`config.mk`:
```
export PLATFORM = sky130hd
export DESIGN_NAME = pong_game_ctrl
export DESIGN_NICKNAME = d
export VERILOG_FILES = /design/src/rtl/pong_pkg.sv /design/src/rtl/pong_tick_gen.sv /design/src/rtl/pong_game_ctrl.sv
export SDC_FILE = /design/constraint.sdc
export NUM_CORES = 1
export LEC_CHECK = 0
export ABC_AREA = 1
export BUFFER_PORTS_ARGS = -buffer_cell sky130_fd_sc_hd__buf_4
export CAP_MARGIN = 25
export CORE_MARGIN = 2
export CORE_UTILIZATION = 40
export DETAILED_ROUTE_END_ITERATION = 7
export SYNTH_ARGS = -nofsm -noshare
export SYNTH_HDL_FRONTEND = slang
export SYNTH_SLANG_ARGS = --single-unit
```
`constraint.sdc`:
```
create_clock -name clk -period 1.6 [get_ports clk]
set_input_delay 0.16 -clock clk [delete_from_list [all_inputs] [get_ports clk]]
set_output_delay 0.16 -clock clk [all_outputs]
set_load 0.03 [all_outputs]
```
`src/rtl/pong_pkg.sv`:
```
// Shared definitions for the pong game controller: FSM state encodings,
// UART command bytes and the decoded-command record.
package pong_pkg;

    localparam logic [2:0] ST_IDLE  = 3'd0;
    localparam logic [2:0] ST_SERVE = 3'd1;
    localparam logic [2:0] ST_PLAY  = 3'd2;
    localparam logic [2:0] ST_PAUSE = 3'd3;
    localparam logic [2:0] ST_POINT = 3'd4;
    localparam logic [2:0] ST_OVER  = 3'd5;

    localparam logic [7:0] CMD_UP      = 8'h77;
    localparam logic [7:0] CMD_DOWN    = 8'h73;
    localparam logic [7:0] CMD_STOP    = 8'h00;
    localparam logic [7:0] CMD_START   = 8'h20;
    localparam logic [7:0] CMD_RESTART = 8'h72;

    typedef struct packed {
        logic up;
        logic down;
        logic stop;
        logic start;
        logic restart;
    } cmd_t;

    // Unknown bytes decode to all-zero so they cannot disturb state or latches.
    function automatic cmd_t decode_cmd(input logic dv, input logic [7:0] b);
        cmd_t c;
        c = '0;
        if (dv) begin
            case (b)
                CMD_UP:      c.up      = 1'b1;
                CMD_DOWN:    c.down    = 1'b1;
                CMD_STOP:    c.stop    = 1'b1;
                CMD_START:   c.start   = 1'b1;
                CMD_RESTART: c.restart = 1'b1;
                default:     c = '0;
            endcase
        end
        return c;
    endfunction

endpackage

```
`src/rtl/pong_tick_gen.sv`:
```
// Free-running frame-tick divider: counts 0..TICK_DIV-1 and flags the wrap cycle.
module pong_tick_gen #(
    parameter int TICK_DIV = 833333
) (
    input  logic clk,
    input  logic rst,
    output logic tick
);

    localparam int CNT_W = (TICK_DIV > 1) ? $clog2(TICK_DIV) : 1;
    localparam logic [CNT_W-1:0] CNT_LAST = CNT_W'(TICK_DIV - 1);

    logic [CNT_W-1:0] cnt_q, cnt_d;

    assign tick = (cnt_q == CNT_LAST);

    always_comb begin
        cnt_d = tick ? '0 : cnt_q + CNT_W'(1);
    end

    always_ff @(posedge clk or posedge rst) begin
        if (rst) begin
            cnt_q <= '0;
        end else begin
            cnt_q <= cnt_d;
        end
    end

endmodule

```
`src/rtl/pong_game_ctrl.sv`:
```
// Pong game sequencer: decodes UART commands, runs serve/play/pause/score
// flow and gates frame ticks into physics and paddle strobes.
module pong_game_ctrl
    import pong_pkg::*;
#(
    parameter int TICK_DIV    = 833333,
    parameter int SERVE_DELAY = 60,
    parameter int WIN_SCORE   = 9
) (
    input  logic       clk,
    input  logic       rst,
    input  logic       rx_dv,
    input  logic [7:0] rx_byte,
    input  logic       miss_player,
    input  logic       miss_ai,
    output logic       phys_tick,
    output logic       serve_load,
    output logic       serve_dir,
    output logic       paddle_up,
    output logic       paddle_down,
    output logic [3:0] player_score,
    output logic [3:0] ai_score,
    output logic [2:0] state,
    output logic       game_over,
    output logic       winner
);

    localparam int DLY_W = (SERVE_DELAY > 1) ? $clog2(SERVE_DELAY) : 1;
    localparam logic [3:0] WIN = 4'(WIN_SCORE);

    function automatic logic [3:0] sat_inc(input logic [3:0] s);
        return (s == 4'd15) ? s : s + 4'd1;
    endfunction

    logic tick;
    cmd_t cmd;

    logic [2:0]       state_q, state_d;
    logic [DLY_W-1:0] dly_q, dly_d;
    logic             up_q, up_d;
    logic             dn_q, dn_d;
    logic [3:0]       ps_q, ps_d;
    logic [3:0]       as_q, as_d;
    logic             dir_q, dir_d;
    logic             win_q, win_d;
    logic             go_q, go_d;
    logic             phys_q, phys_d;
    logic             sl_q, sl_d;
    logic             pu_q, pu_d;
    logic             pd_q, pd_d;
    logic             serve_done;

    pong_tick_gen #(
        .TICK_DIV(TICK_DIV)
    ) u_tick (
        .clk  (clk),
        .rst  (rst),
        .tick (tick)
    );

    assign cmd        = decode_cmd(rx_dv, rx_byte);
    assign serve_done = (int'(dly_q) + 1 >= SERVE_DELAY);

    always_comb begin
        state_d = state_q;
        dly_d   = dly_q;
        up_d    = up_q;
        dn_d    = dn_q;
        ps_d    = ps_q;
        as_d    = as_q;
        dir_d   = dir_q;
        win_d   = win_q;
        phys_d  = 1'b0;
        sl_d    = 1'b0;
        pu_d    = 1'b0;
        pd_d    = 1'b0;

        // Restart overrides everything else seen in the same cycle, including ticks and misses.
        if (cmd.restart) begin
            state_d = ST_IDLE;
            dly_d   = '0;
            up_d    = 1'b0;
            dn_d    = 1'b0;
            ps_d    = '0;
            as_d    = '0;
        end else begin
            if (cmd.up) begin
                up_d = 1'b1;
                dn_d = 1'b0;
            end else if (cmd.down) begin
                up_d = 1'b0;
                dn_d = 1'b1;
            end else if (cmd.stop) begin
                up_d = 1'b0;
                dn_d = 1'b0;
            end

            case (state_q)
                ST_IDLE: begin
                    if (cmd.start) begin
                        state_d = ST_SERVE;
                        dly_d   = '0;
                    end
                end
                ST_SERVE: begin
                    if (tick) begin
                        if (serve_done) begin
                            sl_d    = 1'b1;
                            state_d = ST_PLAY;
                            dly_d   = '0;
                        end else begin
                            dly_d = dly_q + DLY_W'(1);
                        end
                    end
                end
                ST_PLAY: begin
                    phys_d = tick;
                    pu_d   = up_q & tick;
                    pd_d   = dn_q & tick;
                    // A miss ends the rally even if a pause arrives in the same cycle.
                    if (miss_ai || miss_player) begin
                        state_d = ST_POINT;
                        if (miss_ai && !miss_player) begin
                            ps_d  = sat_inc(ps_q);
                            dir_d = 1'b1;
                        end else if (miss_player && !miss_ai) begin
                            as_d  = sat_inc(as_q);
                            dir_d = 1'b0;
                        end
                    end else if (cmd.start) begin
                        state_d = ST_PAUSE;
                    end
                end
                ST_PAUSE: begin
                    if (cmd.start) begin
                        state_d = ST_PLAY;
                    end
                end
                ST_POINT: begin
                    if ((ps_q >= WIN) || (as_q >= WIN)) begin
                        state_d = ST_OVER;
                        win_d   = (as_q >= WIN);
                    end else begin
                        state_d = ST_SERVE;
                        dly_d   = '0;
                    end
                end
                ST_OVER: begin
                    if (cmd.start) begin
                        state_d = ST_IDLE;
                        ps_d    = '0;
                        as_d    = '0;
                    end
                end
                default: begin
                    state_d = ST_IDLE;
                end
            endcase
        end

        go_d = (state_d == ST_OVER);
    end

    always_ff @(posedge clk or posedge rst) begin
        if (rst) begin
            state_q <= ST_IDLE;
            dly_q   <= '0;
            up_q    <= 1'b0;
            dn_q    <= 1'b0;
            ps_q    <= '0;
            as_q    <= '0;
            dir_q   <= 1'b0;
            win_q   <= 1'b0;
            go_q    <= 1'b0;
            phys_q  <= 1'b0;
            sl_q    <= 1'b0;
            pu_q    <= 1'b0;
            pd_q    <= 1'b0;
        end else begin
            state_q <= state_d;
            dly_q   <= dly_d;
            up_q    <= up_d;
            dn_q    <= dn_d;
            ps_q    <= ps_d;
            as_q    <= as_d;
            dir_q   <= dir_d;
            win_q   <= win_d;
            go_q    <= go_d;
            phys_q  <= phys_d;
            sl_q    <= sl_d;
            pu_q    <= pu_d;
            pd_q    <= pd_d;
        end
    end

    assign state        = state_q;
    assign phys_tick    = phys_q;
    assign serve_load   = sl_q;
    assign serve_dir    = dir_q;
    assign paddle_up    = pu_q;
    assign paddle_down  = pd_q;
    assign player_score = ps_q;
    assign ai_score     = as_q;
    assign game_over    = go_q;
    assign winner       = win_q;

endmodule

```
# Word-level counts from Yosys, hierarchy flattened
# Index checks and enable logic that the tools add are counted.
[totals]
out_inout_bits = 18
ff_bits = 46
input_bits = 13
[classes]
mux = 54
bitwise = 3
eq_ne = 23
n_reduce_logical = 17
magnitude_cmp = 3
addsub = 5
[ops]
columns = ["op", "n"]
rows = [
  ["$mux 4", 10],
  ["$mux 6", 5],
  ["$ne 3x3->1 const B", 10],
  ["$mux 3", 9],
  ["$eq 8x7->1 const B", 3],
  ["$mux 1", 24],
  ["$add 20x1->20 const B", 1],
  ["$eq 20x20->1 const B", 1],
  ["$mux 20", 1],
  ["$pmux 3 s6", 1],
  ["$pmux 6 s3", 1],
  ["$pmux 4 s2", 2],
  ["$eq 3x3->1 const B", 3],
  ["$add 4x1->4 const B", 2],
  ["$eq 4x4->1 const B", 2],
  ["$eq 8x6->1 const B", 1],
  ["$ge 4x4->1 const B", 2],
  ["$logic_not 8->1", 1],
  ["$reduce_and 4->1", 2],
  ["$reduce_bool 4->1", 2],
  ["$add 6x1->7 const B", 1],
  ["$ge 7x6->1 const B", 1],
  ["$add 6x1->6 const B", 1],
  ["$eq 3x2->1 const B", 2],
  ["13 further kinds", 17],
]

# Depth between registers and ports, before layout
[logic_depth]
depth_word = 8
mapped_depth = 13
ltp_nobuf = 12

# Cells and area by module
# A second synthesis with hierarchy kept.
[unflattened]
hier_cells = 400
hier_area_um2 = 2984.1
[modules_own_cells]
columns = ["mod", "seq_area_each_um2", "cells_per_inst", "area_per_inst_um2", "instances"]
rows = [
  ["pong_game_ctrl", 650.6, 237, 1778.0, 1],
  ["pong_tick_gen", 500.5, 163, 1206.2, 1],
]

# Least setup slack after synthesis
# No wires, ideal clock.
[synth_timing]
path_kind = "register to register"
from = "register as_q[1] (netlist: ai_score[1])"
to = "register dly_q[0]"
setup_ns = 0.118
stages_incl_launch_ff = 14
n_path_buf = 1
slack_ns = -0.101
arrival_ns = 1.584
cell_sequence = "dfrtp_1 > inv_1 > ha_1 > nor2_1 > nand2_1 > nand2_1 > nand2_1 > nand3_1 > nand2_1 > inv_1 > nand2_2 > buf_6 > nand2_1 > o21ai_2"
[synth_via]
elab_chain_cells = 4
[synth_lines]
columns = ["item", "line", "source"]
rows = [
  ["from (decl)", "pong_game_ctrl.sv:43", "logic [3:0] as_q, as_d;"],
  ["from (signal assigned)", "pong_game_ctrl.sv:185", "as_q <= as_d;"],
  ["$ge 4x4->1", "pong_game_ctrl.sv:140", "if ((ps_q >= WIN) || (as_q >= WIN)) begin"],
  ["$logic_or 1x1->1", "pong_game_ctrl.sv:140", ""],
  ["$ne 3x3->1 (no line)", "-", ""],
  ["$reduce_and 4->1 (no line)", "-", ""],
  ["to (signal assigned)", "pong_game_ctrl.sv:181", "dly_q <= dly_d;"],
  ["to (decl)", "pong_game_ctrl.sv:39", "logic [DLY_W-1:0] dly_q, dly_d;"],
]
# No other way between the ends.
# A chain may end at the register's enable or synchronous reset.

# Final worst setup path
[layout_timing]
from = "register u_tick.cnt_q[0]"
to = "register u_tick.cnt_q[5]"
[layout_via]
elab_chain_cells = 2
[layout_lines]
columns = ["item", "line", "source"]
rows = [
  ["from (decl)", "pong_tick_gen.sv:13", "logic [CNT_W-1:0] cnt_q, cnt_d;"],
  ["from (signal assigned)", "pong_tick_gen.sv:25", "cnt_q <= cnt_d;"],
  ["$add 20x1->20 or $eq 20x20->1 (tied branches)", "pong_tick_gen.sv:18, pong_tick_gen.sv:15", ""],
  ["$mux 20 (*)", "pong_tick_gen.sv:18", "cnt_d = tick ? '0 : cnt_q + CNT_W'(1);"],
  ["via u_tick.cnt_d[5]", "pong_tick_gen.sv:13", ""],
]
# The timed path passes the listed nets; every way through them passes the cells marked *.

==> results.toml <==
[status]
outcome = "complete, no violations"

[hold_path]
min_path_type = "in2reg"
hold_depth = 5

[job]
maxCapViolCount = 0

[clock_network]
cts_root_buf = "clkbuf_8"
tritoncts = "done"
cts.clk_slew.worst_paths_ns = 0.09
cts_buffers = 5
max-clock-path-buffers = 2
clkLatencyLatePin_ns = 0.30
cts_htree_levels = 2
clock_sinks = 46

[critical_path]
critPathCaptureType = "register"
crit_path_cell_trace = "inv_1, ha_2, nand2_2, nor2_1, nand4_1, nor2_4, buf_6, a21oi_1, o21ai_0, inv_1"
crit_path_frequent_cell = "inv_1"
max_stage_delay_ns = 0.41
crit_fanout = 6
cp_data_arrival_time_ns = 1.76
critPathSlowestCell = "dfrtp_1"
r2r_cells = 10
required_ns = 1.79
cp-start-kind = "register"
crit_type = "reg2reg"

[pwr]
powerDensity_mw_per_mm2 = 714
power_uw = 2770
ir_drop_v = 0.000421
p_leak_uw = 0.00197

[sta]
fmax_ghz = 0.636
max_slew_margin = 0.764
finalClockSkew_ns = 0.00952
finalCriticalPeriod_ns = 1.57
maxSlewViolCount = 0
fin_crit_sh = 0.982
worstMarginPinSlew_ns = 0.351
rsz0062_at_grt = "yes"
finalSetupViolations = 0
hold_viol_final = 0

[die]
io_pins = 31
start_util = 0.410
die_area_mm2 = 0.00806
core_region_area_mm2 = 0.00718
die_y_um = 89.8
die_x_um = 89.8
rows = 31

[yosys]
synth_area_leaders = "dfrtp_1 39%, nand2_1 13%, inv_1 7.5%"
yosysTopAreaCell = "dfrtp_1"
synth_top_family_by_area = "simple AND/OR/NAND/NOR gates"
synth_xor_area_frac = 0.0357
yosys.area_share.adder = 0.0510
synthCells = 404
synth-compound-area-share = 0.0515
yosysWarnings = 0
ys_ff_latch = 46
synth_top_area_share = 0.391
syn_avg_cell_area_um2 = 7.28
synthSimpleGateAreaFrac = 0.383
synth.distinct_cells = 32
syn_nets = 429
ys_seq_area_frac = 0.391
synthMuxAreaShare = 0
syn-cell-area_mm2 = 0.00294

[grt]
first_global_vias = 2601
grt_pass1_wl_mm = 11.5
antenna_found_initial = 0
grt_usage = 0.170
grt_max_degree = 47
grt-ovfl-total = 0

[drt]
ant_nets = 0
finalWirelength_mm = 6.91
remaining_drc_errors = 0
via_count = 2754
avgViaCountPerCell = 4.72
first_iter_violations = 112
drt_pass1_iterations = 4
wire_per_inst_um = 11.8

[cells_and_area]
final_common_cell = "nand2_1"
nFillCells = 698
mostFrequentLayoutCells = "90 x nand2_1, 71 x buf_4, 57 x inv_1"
postLayoutCoreUtil = 0.541
nets = 509
fin_area_mm2 = 0.00388
layout.cells.non_filler = 583
antenna-diode-count = 0
drive_above_1_share = 0.318
area_delta_synth_final_pct = 31.9

[place]
port_buffers = 30
dp_cells = 560
place_area_mm2 = 0.00351
gp_congestion = 0.925
hpwl_mm = 5.05
[cell usage after synthesis]
| master | number |
|---|---|
| nor3_1 | 14 |
| a21oi_1 | 8 |
| nor3_4 | 1 |
| or2_2 | 1 |
| inv_1 | 59 |
| xor2_1 | 10 |
| nor4_1 | 1 |
| nand3_1 | 38 |
| xnor2_1 | 2 |
| nor3_2 | 1 |
| nand2_2 | 8 |
| a31o_2 | 1 |
| nor2_1 | 47 |
| nand3_4 | 1 |
| buf_6 | 1 |
| nand3_2 | 2 |
| o21ai_0 | 9 |
| nor2_2 | 9 |
| o21ai_1 | 2 |
| nand2_1 | 105 |
| nand4_2 | 1 |
| buf_2 | 1 |
| ha_1 | 12 |
| nand4_1 | 10 |
| inv_2 | 3 |
| a31oi_1 | 2 |
| nand3b_1 | 1 |
| nor3b_1 | 1 |
| dfrtp_1 | 46 |
| o21ai_2 | 4 |
| clkinv_4 | 1 |
| nor2_4 | 2 |
[cells by family (layout without fill, tap and decap cells)]
family          after synthesis  after routing
simple gates                243            244
buf+inv                      65            144
flops                        46             46
compound gates               26             26
fa+ha+maj                    12             12
xor+xnor                     12             12
[through the flow]
stage               hold WS, ns  setup slack (ns)  setup TNS [ns]
floorplan                 0.386           0.00430               0
global placement          0.226           -0.0137         -0.0540
detailed placement        0.225           -0.0758          -0.428
CTS                       0.217           0.00430               0
global route              0.230            -0.108          -0.698
finish                    0.222            0.0287               0
[layout make-up]
type | instances | area, um^2 | area share
inverter | 63 | 246 | 0.0635
tap | 99 | 124 | 0.0319
clock buffer | 7 | 86.3 | 0.0222
multi-input combinational | 294 | 1690 | 0.435
timing repair buffer | 74 | 574 | 0.148
sequential | 46 | 1160 | 0.299
[flip-flops by register name, indices dropped and copies added, names as in the netlist]
register / flops
dly_q: 6
phys_tick: 1
game_over: 1
paddle_down: 1
winner: 1
state: 3
dn_q: 1
ai_score: 4
serve_dir: 1
u_tick.cnt_q: 20
player_score: 4
paddle_up: 1
serve_load: 1
up_q: 1
[path summary, 6_finish.rpt]
check	start	end	slack, ns
setup / recovery	u_tick.cnt_q[0]$_DFF_PP0_	u_tick.cnt_q[5]$_DFF_PP0_	0.03
hold / removal	rx_byte[1]	dn_q$_DFFE_PP0P_	0.22
setup reg to reg	u_tick.cnt_q[0]$_DFF_PP0_	u_tick.cnt_q[5]$_DFF_PP0_	0.03
hold reg to reg	winner$_DFFE_PP0P_	winner$_DFFE_PP0P_	0.49
max in group asynchronous	rst	player_score[1]$_DFFE_PP0P_	0.90
min in group asynchronous	rst	phys_tick$_DFF_PP0_	0.44
[metal layers]
layer | up-vias | wire length [um] | track usage
met5 | - | 0 | 0
met4 | 0 | 40 | 0.0410
met3 | 4 | 221 | 0.0411
met2 | 44 | 3460 | 0.290
met1 | 1272 | 3190 | 0.218
li1 | 1434 | - | -
[report_power, final]
part,leakage (uW),switching [uW],internal [uW]
combinational,0.00133,456,296
sequential,0.000605,67.1,1220
clock,0.0000443,384,344
[timing repair]
action / 4_1_cts / 5_1_grt
setup buffers: 1 / 13
setup endpoints to repair: 7 / 27
resized for setup: 3 / 47
hold buffers: 1 / 0
cloned: 0 / 1
hold endpoints to repair: 46 / 0
pin swaps: 0 / 10
[critical path: cells and delay by family, from the launching register on]
kind | cells | cell delay, ns
flops | 1 | 0.41
compound gates | 2 | 0.11
fa+ha+maj | 1 | 0.19
simple gates | 4 | 0.48
buf+inv | 3 | 0.27
No activity file was read; power rests on OpenSTA's default activity.
